### src/rtl/axi4_lite_slave_if.sv
// AXI4-Lite bus bundle shared by a single master and a single slave.
// The slave modport is the view used by axi4_lite_slave.
interface axi4lite_if #(
  parameter int ADDR_WIDTH = 32,
  parameter int DATA_WIDTH = 32
);
  logic                      AW_VALID;
  logic                      AW_READY;
  logic [ADDR_WIDTH-1:0]     AW_ADDR;
  logic [2:0]                AW_PROT;
  logic                      W_VALID;
  logic                      W_READY;
  logic [DATA_WIDTH-1:0]     W_DATA;
  logic [DATA_WIDTH/8-1:0]   W_STRB;
  logic                      B_VALID;
  logic                      B_READY;
  logic [1:0]                B_RESP;
  logic                      AR_VALID;
  logic                      AR_READY;
  logic [ADDR_WIDTH-1:0]     AR_ADDR;
  logic [2:0]                AR_PROT;
  logic                      R_VALID;
  logic                      R_READY;
  logic [DATA_WIDTH-1:0]     R_DATA;
  logic [1:0]                R_RESP;

  modport slave (
    input  AW_VALID, AW_ADDR, AW_PROT,
    output AW_READY,
    input  W_VALID, W_DATA, W_STRB,
    output W_READY,
    output B_VALID, B_RESP,
    input  B_READY,
    input  AR_VALID, AR_ADDR, AR_PROT,
    output AR_READY,
    output R_VALID, R_DATA, R_RESP,
    input  R_READY
  );

  modport master (
    output AW_VALID, AW_ADDR, AW_PROT,
    input  AW_READY,
    output W_VALID, W_DATA, W_STRB,
    input  W_READY,
    input  B_VALID, B_RESP,
    output B_READY,
    output AR_VALID, AR_ADDR, AR_PROT,
    input  AR_READY,
    input  R_VALID, R_DATA, R_RESP,
    output R_READY
  );
endinterface

### src/rtl/axi4_lite_slave.sv
// AXI4-Lite slave over a small word-addressed register file.
// Read and write channels run independent FSMs sharing one memory array.
module axi4_lite_slave #(
  parameter int ADDR_WIDTH = 32,
  parameter int DATA_WIDTH = 32,
  parameter int MEM_DEPTH  = 16
) (
  input  logic       A_CLK,
  input  logic       A_RSTn,
  axi4lite_if.slave  axi
);
  localparam int                    IDX_W      = $clog2(MEM_DEPTH);
  localparam int                    STRB_W     = DATA_WIDTH / 8;
  localparam logic [ADDR_WIDTH-1:0] ADDR_LIMIT = ADDR_WIDTH'(MEM_DEPTH * 4);
  localparam logic [1:0]            RESP_OKAY   = 2'b00;
  localparam logic [1:0]            RESP_SLVERR = 2'b10;

  typedef enum logic       {RD_IDLE, RD_RESP}            rd_state_t;
  typedef enum logic [1:0] {WR_IDLE, WR_COMMIT, WR_RESP} wr_state_t;

  function automatic logic in_range(input logic [ADDR_WIDTH-1:0] addr);
    return addr < ADDR_LIMIT;
  endfunction

  function automatic logic [IDX_W-1:0] word_idx(input logic [ADDR_WIDTH-1:0] addr);
    return addr[IDX_W+1:2];
  endfunction

  function automatic logic [DATA_WIDTH-1:0] merge_lanes(
    input logic [DATA_WIDTH-1:0] old_word,
    input logic [DATA_WIDTH-1:0] new_word,
    input logic [STRB_W-1:0]     strb
  );
    logic [DATA_WIDTH-1:0] res;
    res = old_word;
    for (int i = 0; i < STRB_W; i++) begin
      if (strb[i]) res[8*i +: 8] = new_word[8*i +: 8];
    end
    return res;
  endfunction

  logic [DATA_WIDTH-1:0] mem [MEM_DEPTH];

  rd_state_t             rd_state, rd_next;
  logic                  r_load, r_done;
  logic                  r_valid;
  logic [DATA_WIDTH-1:0] r_data;
  logic [1:0]            r_resp;

  wr_state_t             wr_state, wr_next;
  logic                  aw_got, w_got;
  logic                  aw_ready, w_ready;
  logic                  aw_hs, w_hs, mem_we, b_done;
  logic                  b_valid;
  logic [1:0]            b_resp;
  logic [ADDR_WIDTH-1:0] aw_addr_q;
  logic [DATA_WIDTH-1:0] w_data_q;
  logic [STRB_W-1:0]     w_strb_q;

  // Protection attributes carry no meaning for this target.
  logic unused_prot;
  assign unused_prot = ^{axi.AW_PROT, axi.AR_PROT};

  // ---- read channel ----
  always_comb begin
    rd_next = rd_state;
    r_load  = 1'b0;
    r_done  = 1'b0;
    unique case (rd_state)
      RD_IDLE: if (axi.AR_VALID) begin
        r_load  = 1'b1;
        rd_next = RD_RESP;
      end
      RD_RESP: if (axi.R_READY) begin
        r_done  = 1'b1;
        rd_next = RD_IDLE;
      end
      default: rd_next = RD_IDLE;
    endcase
  end

  always_ff @(posedge A_CLK or negedge A_RSTn) begin
    if (!A_RSTn) begin
      rd_state <= RD_IDLE;
      r_valid  <= 1'b0;
      r_data   <= '0;
      r_resp   <= RESP_OKAY;
    end else begin
      rd_state <= rd_next;
      if (r_load) begin
        r_valid <= 1'b1;
        if (in_range(axi.AR_ADDR)) begin
          r_data <= mem[word_idx(axi.AR_ADDR)];
          r_resp <= RESP_OKAY;
        end else begin
          r_data <= '0;
          r_resp <= RESP_SLVERR;
        end
      end else if (r_done) begin
        r_valid <= 1'b0;
      end
    end
  end

  assign axi.AR_READY = (rd_state == RD_IDLE);
  assign axi.R_VALID  = r_valid;
  assign axi.R_DATA   = r_data;
  assign axi.R_RESP   = r_resp;

  // ---- write channel: AW and W captured independently, then one commit edge ----
  always_comb begin
    wr_next  = wr_state;
    aw_ready = 1'b0;
    w_ready  = 1'b0;
    mem_we   = 1'b0;
    b_done   = 1'b0;
    unique case (wr_state)
      WR_IDLE: begin
        aw_ready = !aw_got;
        w_ready  = !w_got;
        if ((aw_got || (axi.AW_VALID && aw_ready)) && (w_got || (axi.W_VALID && w_ready)))
          wr_next = WR_COMMIT;
      end
      WR_COMMIT: begin
        mem_we  = in_range(aw_addr_q);
        wr_next = WR_RESP;
      end
      WR_RESP: if (axi.B_READY) begin
        b_done  = 1'b1;
        wr_next = WR_IDLE;
      end
      default: wr_next = WR_IDLE;
    endcase
    aw_hs = axi.AW_VALID && aw_ready;
    w_hs  = axi.W_VALID && w_ready;
  end

  always_ff @(posedge A_CLK or negedge A_RSTn) begin
    if (!A_RSTn) begin
      wr_state <= WR_IDLE;
      aw_got   <= 1'b0;
      w_got    <= 1'b0;
      b_valid  <= 1'b0;
      b_resp   <= RESP_OKAY;
    end else begin
      wr_state <= wr_next;
      if (aw_hs) aw_got <= 1'b1;
      if (w_hs)  w_got  <= 1'b1;
      if (wr_state == WR_COMMIT) begin
        aw_got  <= 1'b0;
        w_got   <= 1'b0;
        b_valid <= 1'b1;
        b_resp  <= in_range(aw_addr_q) ? RESP_OKAY : RESP_SLVERR;
      end else if (b_done) begin
        b_valid <= 1'b0;
      end
    end
  end

  // Captured address/data need no reset: aw_got/w_got qualify them.
  always_ff @(posedge A_CLK) begin
    if (aw_hs) aw_addr_q <= axi.AW_ADDR;
    if (w_hs) begin
      w_data_q <= axi.W_DATA;
      w_strb_q <= axi.W_STRB;
    end
  end

  always_ff @(posedge A_CLK or negedge A_RSTn) begin
    if (!A_RSTn) begin
      for (int i = 0; i < MEM_DEPTH; i++) mem[i] <= '0;
    end else if (mem_we) begin
      mem[word_idx(aw_addr_q)] <= merge_lanes(mem[word_idx(aw_addr_q)], w_data_q, w_strb_q);
    end
  end

  assign axi.AW_READY = aw_ready;
  assign axi.W_READY  = w_ready;
  assign axi.B_VALID  = b_valid;
  assign axi.B_RESP   = b_resp;
endmodule

### src/flat_wrapper.sv
// flat-port wrapper written by rule: the top's interface ports become plain ports
module axi4_lite_slave_flat 
#(
  parameter int ADDR_WIDTH = 32,
  parameter int DATA_WIDTH = 32,
  parameter int MEM_DEPTH  = 16
)
  (A_CLK, A_RSTn, axi_AW_VALID, axi_AW_ADDR, axi_AW_PROT, axi_AW_READY, axi_W_VALID, axi_W_DATA, axi_W_STRB, axi_W_READY, axi_B_VALID, axi_B_RESP, axi_B_READY, axi_AR_VALID, axi_AR_ADDR, axi_AR_PROT, axi_AR_READY, axi_R_VALID, axi_R_DATA, axi_R_RESP, axi_R_READY);
  axi4lite_if #(.ADDR_WIDTH(ADDR_WIDTH), .DATA_WIDTH(DATA_WIDTH)) axi_i ();
  input  logic A_CLK;
  input  logic A_RSTn;
  input wire logic [$bits(axi_i.AW_VALID)-1:0] axi_AW_VALID;
  input wire logic [$bits(axi_i.AW_ADDR)-1:0] axi_AW_ADDR;
  input wire logic [$bits(axi_i.AW_PROT)-1:0] axi_AW_PROT;
  output wire logic [$bits(axi_i.AW_READY)-1:0] axi_AW_READY;
  input wire logic [$bits(axi_i.W_VALID)-1:0] axi_W_VALID;
  input wire logic [$bits(axi_i.W_DATA)-1:0] axi_W_DATA;
  input wire logic [$bits(axi_i.W_STRB)-1:0] axi_W_STRB;
  output wire logic [$bits(axi_i.W_READY)-1:0] axi_W_READY;
  output wire logic [$bits(axi_i.B_VALID)-1:0] axi_B_VALID;
  output wire logic [$bits(axi_i.B_RESP)-1:0] axi_B_RESP;
  input wire logic [$bits(axi_i.B_READY)-1:0] axi_B_READY;
  input wire logic [$bits(axi_i.AR_VALID)-1:0] axi_AR_VALID;
  input wire logic [$bits(axi_i.AR_ADDR)-1:0] axi_AR_ADDR;
  input wire logic [$bits(axi_i.AR_PROT)-1:0] axi_AR_PROT;
  output wire logic [$bits(axi_i.AR_READY)-1:0] axi_AR_READY;
  output wire logic [$bits(axi_i.R_VALID)-1:0] axi_R_VALID;
  output wire logic [$bits(axi_i.R_DATA)-1:0] axi_R_DATA;
  output wire logic [$bits(axi_i.R_RESP)-1:0] axi_R_RESP;
  input wire logic [$bits(axi_i.R_READY)-1:0] axi_R_READY;
  assign axi_i.AW_VALID = axi_AW_VALID;
  assign axi_i.AW_ADDR = axi_AW_ADDR;
  assign axi_i.AW_PROT = axi_AW_PROT;
  assign axi_AW_READY = axi_i.AW_READY;
  assign axi_i.W_VALID = axi_W_VALID;
  assign axi_i.W_DATA = axi_W_DATA;
  assign axi_i.W_STRB = axi_W_STRB;
  assign axi_W_READY = axi_i.W_READY;
  assign axi_B_VALID = axi_i.B_VALID;
  assign axi_B_RESP = axi_i.B_RESP;
  assign axi_i.B_READY = axi_B_READY;
  assign axi_i.AR_VALID = axi_AR_VALID;
  assign axi_i.AR_ADDR = axi_AR_ADDR;
  assign axi_i.AR_PROT = axi_AR_PROT;
  assign axi_AR_READY = axi_i.AR_READY;
  assign axi_R_VALID = axi_i.R_VALID;
  assign axi_R_DATA = axi_i.R_DATA;
  assign axi_R_RESP = axi_i.R_RESP;
  assign axi_i.R_READY = axi_R_READY;
  axi4_lite_slave #(.ADDR_WIDTH(ADDR_WIDTH), .DATA_WIDTH(DATA_WIDTH), .MEM_DEPTH(MEM_DEPTH)) u_core (.A_CLK(A_CLK), .A_RSTn(A_RSTn), .axi(axi_i));
endmodule
### config.mk
export PLATFORM = sky130hd
export DESIGN_NAME = axi4_lite_slave_flat
export DESIGN_NICKNAME = d
export VERILOG_FILES = /design/src/rtl/axi4_lite_slave_if.sv /design/src/rtl/axi4_lite_slave.sv /design/src/flat_wrapper.sv
export SDC_FILE = /design/constraint.sdc
export NUM_CORES = 1
export LEC_CHECK = 0
export ABC_CLOCK_PERIOD_IN_PS = 2600
export CORE_UTILIZATION = 55
export CTS_CLUSTER_DIAMETER = 80
export DETAILED_ROUTE_END_ITERATION = 10
export GPL_ROUTABILITY_DRIVEN = 0
export PLACE_DENSITY = 0.78
export SETUP_SLACK_MARGIN = 0.05
export SYNTH_ARGS = -nofsm -noshare
export SYNTH_HDL_FRONTEND = slang
export SYNTH_SLANG_ARGS = --single-unit
### constraint.sdc
create_clock -name A_CLK -period 2.6 [get_ports A_CLK]
set_input_delay 0.52 -clock A_CLK [delete_from_list [all_inputs] [get_ports A_CLK]]
set_output_delay 0.52 -clock A_CLK [all_outputs]
set_load 0.05 [all_outputs]
### After elaboration in Yosys (flattened, before gate mapping)

Index checks and enable logic that the tools add are counted.
Widths: inputs -> output; s select.

* register bits: 623
* input port bits: 113
* output and inout port bits: 41
* logic and storage cells: 98

* magnitude comparators: 5
* eq/ne operators: 4
* mux-type cells: 42
* bitwise logic cells: 3
* reduce and logical (&&, ||, !) cells: 16

Operators with widths (number)
* $bwmux 512: 1
* $bmux 32 s4: 2
* $mux 32: 6
* $demux 32 s4: 1
* $lt 32x7->1 const B: 2
* $mux 8: 8
* $mux 1: 18
* $ge 5x5->1 const B: 2
* $not 4->5: 2
* $mux 2: 4
* $reduce_bool 2->1: 4
* $logic_and 1x1->1: 6
* $pmux 2 s3: 1
* $lt 5x1->1 const B: 1
* $eq 2x1->1 const B: 1
* $eq 2x2->1 const B: 1
* $logic_not 1->1: 2
* $logic_not 2->1: 1
* $logic_or 1x1->1: 2
* $ne 2x1->1 const B: 1
* $ne 2x2->1 const B: 1
* $pmux 1 s2: 1
* $reduce_and 2->1: 1
* $not 1->1: 1

### Longest topological paths before layout

Gate-level depths: netlist of run 1.

* depth in word-level cells: 7
* gate-level depth with buffers: 9
* gate-level depth less buffers: 5

### Least setup slack after synthesis of run 1

Ideal clock, no wire load.

* path type: reg2reg
* from: reg u_core.wr_state[0]
* to: reg u_core.w_data_q[0] (enable)
* setup time: 396 ps
* arrival time: 2593 ps
* data required time: 2204 ps
* path slack: -390 ps
* cell stages (with the launch flop): 3
* buffers on the path: 0
* period minus slack after synthesis: 2990 ps
* path through: dfrtp_1 nor3_1 and2_1

* longest elaborated chain between the ends: 3

Ends and longest elaborated chain
* start, declared: RTL line axi4_lite_slave.sv:50 `wr_state_t wr_state, wr_next;`
* start signal, assigned: RTL line axi4_lite_slave.sv:146 `wr_state <= wr_next;`
* $logic_not 2->1: RTL line axi4_lite_slave.sv:117 `unique case (wr_state)`
* $mux 1: RTL line axi4_lite_slave.sv:117
* named net axi_W_READY: RTL line flat_wrapper.sv:19 `output wire logic [$bits(axi_i.W_READY)-1:0] axi_W_READY;`
* $logic_and 1x1->1: RTL line axi4_lite_slave.sv:135 `w_hs = axi.W_VALID && w_ready;`
* named net u_core.w_hs: RTL line axi4_lite_slave.sv:53 `logic aw_hs, w_hs, mem_we, b_done;`
* end signal, assigned: RTL line axi4_lite_slave.sv:164 `w_data_q <= axi.W_DATA;`
* end, declared: RTL line axi4_lite_slave.sv:57 `logic [DATA_WIDTH-1:0] w_data_q;`

The timed path passes the listed nets, and every way through them passes these cells.
A chain may end at the register's enable or synchronous reset.

### Worst setup path in the final report of run 1

* from: reg u_core.r_data[11] (netlist: u_core.axi.R_DATA[11])
* to: out axi_R_DATA[11]

RTL lines
* start, declared: RTL line axi4_lite_slave.sv:47 `logic [DATA_WIDTH-1:0] r_data;`
* start signal, assigned: RTL line axi4_lite_slave.sv:93 `r_data <= mem[word_idx(axi.AR_ADDR)];`
* end, declared: RTL line flat_wrapper.sv:28 `output wire logic [$bits(axi_i.R_DATA)-1:0] axi_R_DATA;`

No word-level cell between the ends.

==> qor.txt, run 1 <==
Rows: 85
Final min period: 2480 ps
DR vias: 23500
critical path fanouts, max: 2
ys async rst share: 89.3%
die width: 235 microns
first-pass GRT wire length: 138000 microns
TritonCTS clock tree: built
initial antenna violation count: 0
status: completed
DRC viols: 0
GRT Overall Usage: 32.4%
CP Capture Type: output port
clock sinks: 619
top cell type's share of synthesized area: 46.2%
CP Capture Point: axi_R_DATA[11]
CP peak stage delay: 860 ps
Hold Crit Class: primary input to asynchronous set/reset pin
later-pin clock latency in the skew report: 600 ps
CP Buf/Inv Count: 1
# diodes: 0
flop2flop setup slack: 130 ps
ratio of cells with drive above 1 in the final layout: 15.2%
CTS root buffer: clkbuf_16
nets: 2867
IO Count: 154
Worst EP required: 2080 ps
Core Area: 0.0538 sq mm
Wirelength per Cell: 25.4 microns
endpoints failing hold: 0
Synth cell types: 44
setup TNS: 0 ps
flops & latches, synth: 619
unrepaired setup endpoints after global routing: yes
PD cells: 654 mW/mm^2
Longest Clk Path Bufs: 3
Tightest Pin Transition: 1070 ps
area added between synthesis and finish: 16.2%
CTS Buf Count: 67
WHS: 462 ps
crit path from: u_core.axi.R_DATA[11]
CP arrival: 1960 ps
DRT iter0 DRCs: 2846
pin count of the biggest net entering global routing: 93
CP max stage cell: clkdlybuf4s50_1
Synth Instances: 2681
# H-tree levels: 3
kind of critical path: flip-flop to output port
clock slew at reported path FFs: 60 ps
pre-CTS setup slack: 4.56 ps
Post-DRT Antenna Nets: 0
Cells after DPL: 3378
Post-Route WL: 89000 microns
port bufs: 141
grt total ovfl: 0
leakage: 14.8 nW
RR Endpoint: u_core.mem[448]
number of flops mapped to enable cells by yosys: 66
critical path depth: 1
Clock Skew: 20.7 ps
total number of yosys warnings: 0
vias in the first global route: 23900
sequential fraction of the synthesis area: 52.8%
Top FF cell, synth: dfrtp_1
Finished Layout Cells: 3500
total die area: 0.0554 sq mm
cell area after synthesis: 0.0300 sq mm
launch point of the worst reg-to-reg path: u_core.aw_addr_q[3]
CP Cell Sequence: clkdlybuf4s50_1
synthesized area per cell: 11.2 sq um
cell class contributing the biggest share of worst-path delay: buffers and inverters
Fmax: 404 MHz
Initial Util: 55.7%
Die H: 235 microns
reg2reg path depth: 7
cell taking the most area after synthesis: dfrtp_1
slew margin rel.: 28.5%
ranking of synthesized cells by area: dfrtp_1, mux4_2, o21ai_0, nand2_1, edfxtp_1
setup violators final: 0
Max Slew Vio Count: 0
peak supply drop: 0.621 mV
Worst setup SP type: flip-flop
# fillers: 3884
total of max-cap violations: 0
DR vias/cell: 6.72
hpwl dp: 52400 microns
drt first pass iters: 8
final critical-path share of the clock period: 95.2%
final worst slack: 125 ps
-- how the worst min path moves through the flow --
stage	to	slack, ps	depth (start not counted)
global placement	u_core.axi.R_VALID	450	1
CTS	u_core.w_data_q[6]	450	1
detailed placement	u_core.axi.R_VALID	480	1
global route	u_core.aw_addr_q[5]	450	1
floorplan	u_core.aw_got	220	0
finish	u_core.mem[225]	460	2
-- power by group --
part	internal, W	switching, W
Clock	0.00559	0.00385
Sequential	0.0100	0.000158
Combinational	0.00104	0.00208
Total	0.0167	0.00609
-- Yosys cell counts (2+ instances only) --
cell type / number
buf_8: 2
o22ai_1: 66
o21ai_1: 61
buf_6: 6
nor4_1: 12
buf_2: 62
nand3_1: 32
edfxtp_1: 66
mux2i_1: 192
nor2b_1: 7
nand4_2: 13
nor3_1: 37
o2bb2ai_2: 21
mux4_2: 160
nand4_1: 4
and2_1: 4
inv_1: 8
o2bb2ai_1: 11
a2bb2oi_1: 31
a22oi_1: 64
o21ai_0: 452
clkbuf_1: 159
or3b_1: 2
nor2_1: 8
a22o_1: 32
nand2_1: 576
buf_4: 14
a21oi_1: 4
clkbuf_2: 5
dfrtp_1: 553
buf_1: 4
-- cell families after synthesis --
logic type / after synthesis / share of synthesized area (%)
AO/OA/AOI/OAI: 745 / 14.9
AND/OR/NAND/NOR: 704 / 9.86
flip-flops: 619 / 52.8
multiplexers: 352 / 18.4
buffers and inverters: 260 / 3.94
other: 1 / 0.0125
-- cell type report --
class	instances	area, sq um	share of cell area [%]
flip-flops and latches	619	15800	45.5
multi-input cells	1803	13200	37.8
clock inverters	18	146	0.421
clock buffers	101	2030	5.84
well taps	696	871	2.50
inverters	8	30.0	0.0863
repair buffers	255	2740	7.86
-- routing by layer --
layer	track usage, %	up-vias	part of all wire, %
li1	-	9914	-
met1	42.5	11700	38
met2	50.9	1534	47
met3	7.74	359	10
met4	16.2	0	4.9
met5	0	-	0
-- timing repair --
| action | CTS | global route |
|---|---|---|
| gates resized for setup | 2 | 6 |
| hold endpoints to repair | 44 | 0 |
| endpoints found under the setup margin | 27 | 66 |
| hold buffers | 1 | 0 |
| setup buffers | 2 | 0 |
-- stage by stage --
step / instance area, sq um / util [%] / power [W]
after floorplan: 30000 / - / 0.0121
after global placement: 32600 / 60.5 / 0.0133
after detailed placement: 32600 / 60.5 / 0.0134
after CTS: 34800 / 64.6 / 0.0228
after global routing: 34800 / 64.7 / 0.0234
final: 34800 / 64.7 / 0.0228
-- cells in the final DEF, fill, tap and decap left out, types with 12 or more instances in the layout --
cell,n
a22o_1,32
a22oi_1,64
a2bb2oi_1,31
buf_12,37
buf_4,77
clkbuf_1,17
clkbuf_16,72
clkbuf_8,13
clkdlybuf4s50_1,136
dfrtp_1,553
edfxtp_1,66
mux2i_1,192
mux4_2,160
nand2_1,576
nand3_1,32
nand4_4,13
nor3_1,35
nor4_1,12
o21ai_0,452
o21ai_1,61
o22ai_1,66
o2bb2ai_2,27
-- state kept, by name, summed over array words and instances (netlist names), 2 cells and up --
signal and cells:
u_core.w_strb_q 4, u_core.aw_addr_q 30, u_core.mem 512, u_core.w_data_q 32, u_core.wr_state 2, u_core.axi.R_DATA 32
Note: power is estimated with default switching activity, not from simulation.
==> run 2: changes to the inputs <==
--- a/config.mk
+++ b/config.mk
@@ -8,6 +8,7 @@
 export ABC_CLOCK_PERIOD_IN_PS = 2600
 export CORE_UTILIZATION = 55
 export CTS_CLUSTER_DIAMETER = 80
+export CTS_CLUSTER_SIZE = 30
 export DETAILED_ROUTE_END_ITERATION = 10
 export GPL_ROUTABILITY_DRIVEN = 0
 export PLACE_DENSITY = 0.78
==> qor.txt, run 2 (synthesis gave the netlist of run 1 again) <==
IO Count: 154 (unchanged)
M1 wire length: 33000 microns (-1.6%)
initial antenna violation count: 1 (+1)
Comb power frac: 16.5% (+2.8 points)
P_sw: 0.00552 W (-9.3%)
unrepaired setup endpoints after global routing: no
met2 wire len: 41300 microns (-1.3%)
Pint: 0.0133 W (-20%)
Worst EP required: 2080 ps (about the same)
Rows: 85 (unchanged)
design area: 0.0336 sq mm (-3.6%)
Post-DRT Antenna Nets: 0 (unchanged)
ratio of cells with drive above 1 in the final layout: 13.8% (-1.4 points)
Max Slew Vio Count: 0 (unchanged)
DP Area: 0.0326 sq mm (unchanged)
GRT Overall Usage: 31.3% (-1.1 points)
total of max-cap violations: 0 (unchanged)
Core Area: 0.0538 sq mm (unchanged)
Tightest Pin Transition: 1030 ps (-41.5 ps)
slew margin rel.: 31.3% (+2.8 points)
Die H: 235 microns (unchanged)
reg2reg path depth: 7 (unchanged)
DRT iter0 DRCs: 2861 (+0.53%)
later-pin clock latency in the skew report: 630 ps (+30 ps)
# H-tree levels: 1 (-2)
CTS Buf Count: 28 (-58%)
critical path fanouts, max: 3 (+1)
Initial Util: 55.7% (unchanged)
DR vias: 23000 (-2.3%)
status: completed
setup violators final: 0 (unchanged)
endpoints failing hold: 0 (unchanged)
Longest Clk Path Bufs: 3 (unchanged)
clock slew at reported path FFs: 110 ps (+50 ps)
Flop pwr share: 54.2% (+9.4 points)
die width: 235 microns (unchanged)
final critical-path share of the clock period: 93.6% (-1.6 points)
CP Capture Type: output port
Cells after DPL: 3378 (unchanged)
Largest register FFs: 512 (unchanged)
DRC viols: 0 (unchanged)
kind of critical path: flip-flop to output port
Final min period: 2430 ps (-41.5 ps)
CP arrival: 1910 ps (-50 ps)
hpwl dp: 52400 microns (unchanged)
drt first pass iters: 6 (-2)
vias in the first global route: 23200 (-3.2%)
nets: 2828 (-1.4%)
Finished Layout Cells: 3431 (-2.0%)
total die area: 0.0554 sq mm (unchanged)
Clock Skew: 23.6 ps (+2.84 ps)
setup TNS: 0 ps (unchanged)
# diodes: 0 (unchanged)
Clk pwr share: 29.3% (-12 points)
DR vias/cell: 6.70 (-0.36%)
peak supply drop: 0.517 mV (-17%)
PD cells: 560 mW/mm^2 (-14%)
Routed met3 length: 8640 microns (-7.4%)
Worst setup SP type: flip-flop
Wirelength per Cell: 25.2 microns (-0.76%)
pin count of the biggest net entering global routing: 93 (unchanged)
Hold Crit Class: primary input to asynchronous set/reset pin
leakage: 14.2 nW (-4.0%)
most frequent cells in the layout: nand2_1, dfrtp_1, o21ai_0, mux2i_1, mux4_2
port bufs: 141 (unchanged)
top layer used by detailed routing: met5
area added between synthesis and finish: 12.0%
Fmax: 411 MHz (+1.7%)
first-pass GRT wire length: 134000 microns (-2.7%)
Switching Share: 29.4% (+2.6 points)
grt total ovfl: 0 (unchanged)
most common cell after layout, fill and taps aside: nand2_1
Biggest register: u_core.mem
Post-Route WL: 86600 microns (-2.7%)
WHS: 426 ps (-36.1 ps)
CTS root buffer: clkbuf_16
TritonCTS clock tree: built
clock sinks: 619 (unchanged)
## run 2: changes by cell type in the layout (fill, tap and decap cells not counted), moves of 3 or more
cell,delta
inv_8,+4
clkbuf_1,-14
clkbuf_16,-42
clkinv_2,-5
clkinv_1,-5
clkbuf_8,-12
clkinv_8,+3
## run 2: final cells by class
type	count	area, sq um
inverter	8	30.0
multi-input combinational	1803	13200
clock buffer	33	762
fill	4051	20200
tap	696	871
sequential	619	15800
clock inverter	17	170
timing repair buffer	255	2740
## run 2: final timing paths
kind	from	slack, ps	to
max in group asynchronous	A_RSTn	1230	u_core.mem[501]
min reg2reg	u_core.rd_state	480	u_core.axi.R_VALID
min in group A_CLK	axi_AW_ADDR[6]	450	u_core.aw_addr_q[6]
min	A_RSTn	430	u_core.mem[255]
max	u_core.rd_state	170	axi_AR_READY
max reg2reg	u_core.aw_addr_q[5]	170	u_core.mem[78]
## run 2: critical path, stage by stage, from the launching register on
cell and delay [ps]:
dfrtp_1 400, inv_1 90, clkdlybuf4s50_1 800
## run 2: stage by stage
stage | total power, W | util [%] | setup WS (ps)
global route | 0.0194 | 62.4 | 51.4
detailed placement | 0.0134 | 60.5 | 4.56
floorplan | 0.0121 | - | 57.2
CTS | 0.0188 | 62.3 | 53.7
finish | 0.0188 | 62.4 | 166
global placement | 0.0133 | 60.5 | 127
## run 2: power by group through the flow
stage,logic (W),registers [W],clock network [W]
after floorplan,0.00177,0.0103,0
after global placement,0.00297,0.0104,0
after detailed placement,0.00304,0.0104,0
after CTS,0.00306,0.0102,0.00559
after global routing,0.00327,0.0102,0.00592
final,0.00311,0.0102,0.00551
## run 2: routing by layer
metal  vias to the layer above  global-route usage, %
met5                         -                      0
met4                         2                   12.9
met3                       262                   5.86
met2                      1412                   50.3
met1                     11500                   42.2
li1                       9799                      -
## run 2: timing repair
action                                  4_1_cts  5_1_grt
buffers inserted                              2        0
hold buffers                                  1        0
endpoints found under the setup margin       36       71
resized for setup                             2        8
pin swaps                                     0        0
hold endpoints to repair                     44        0
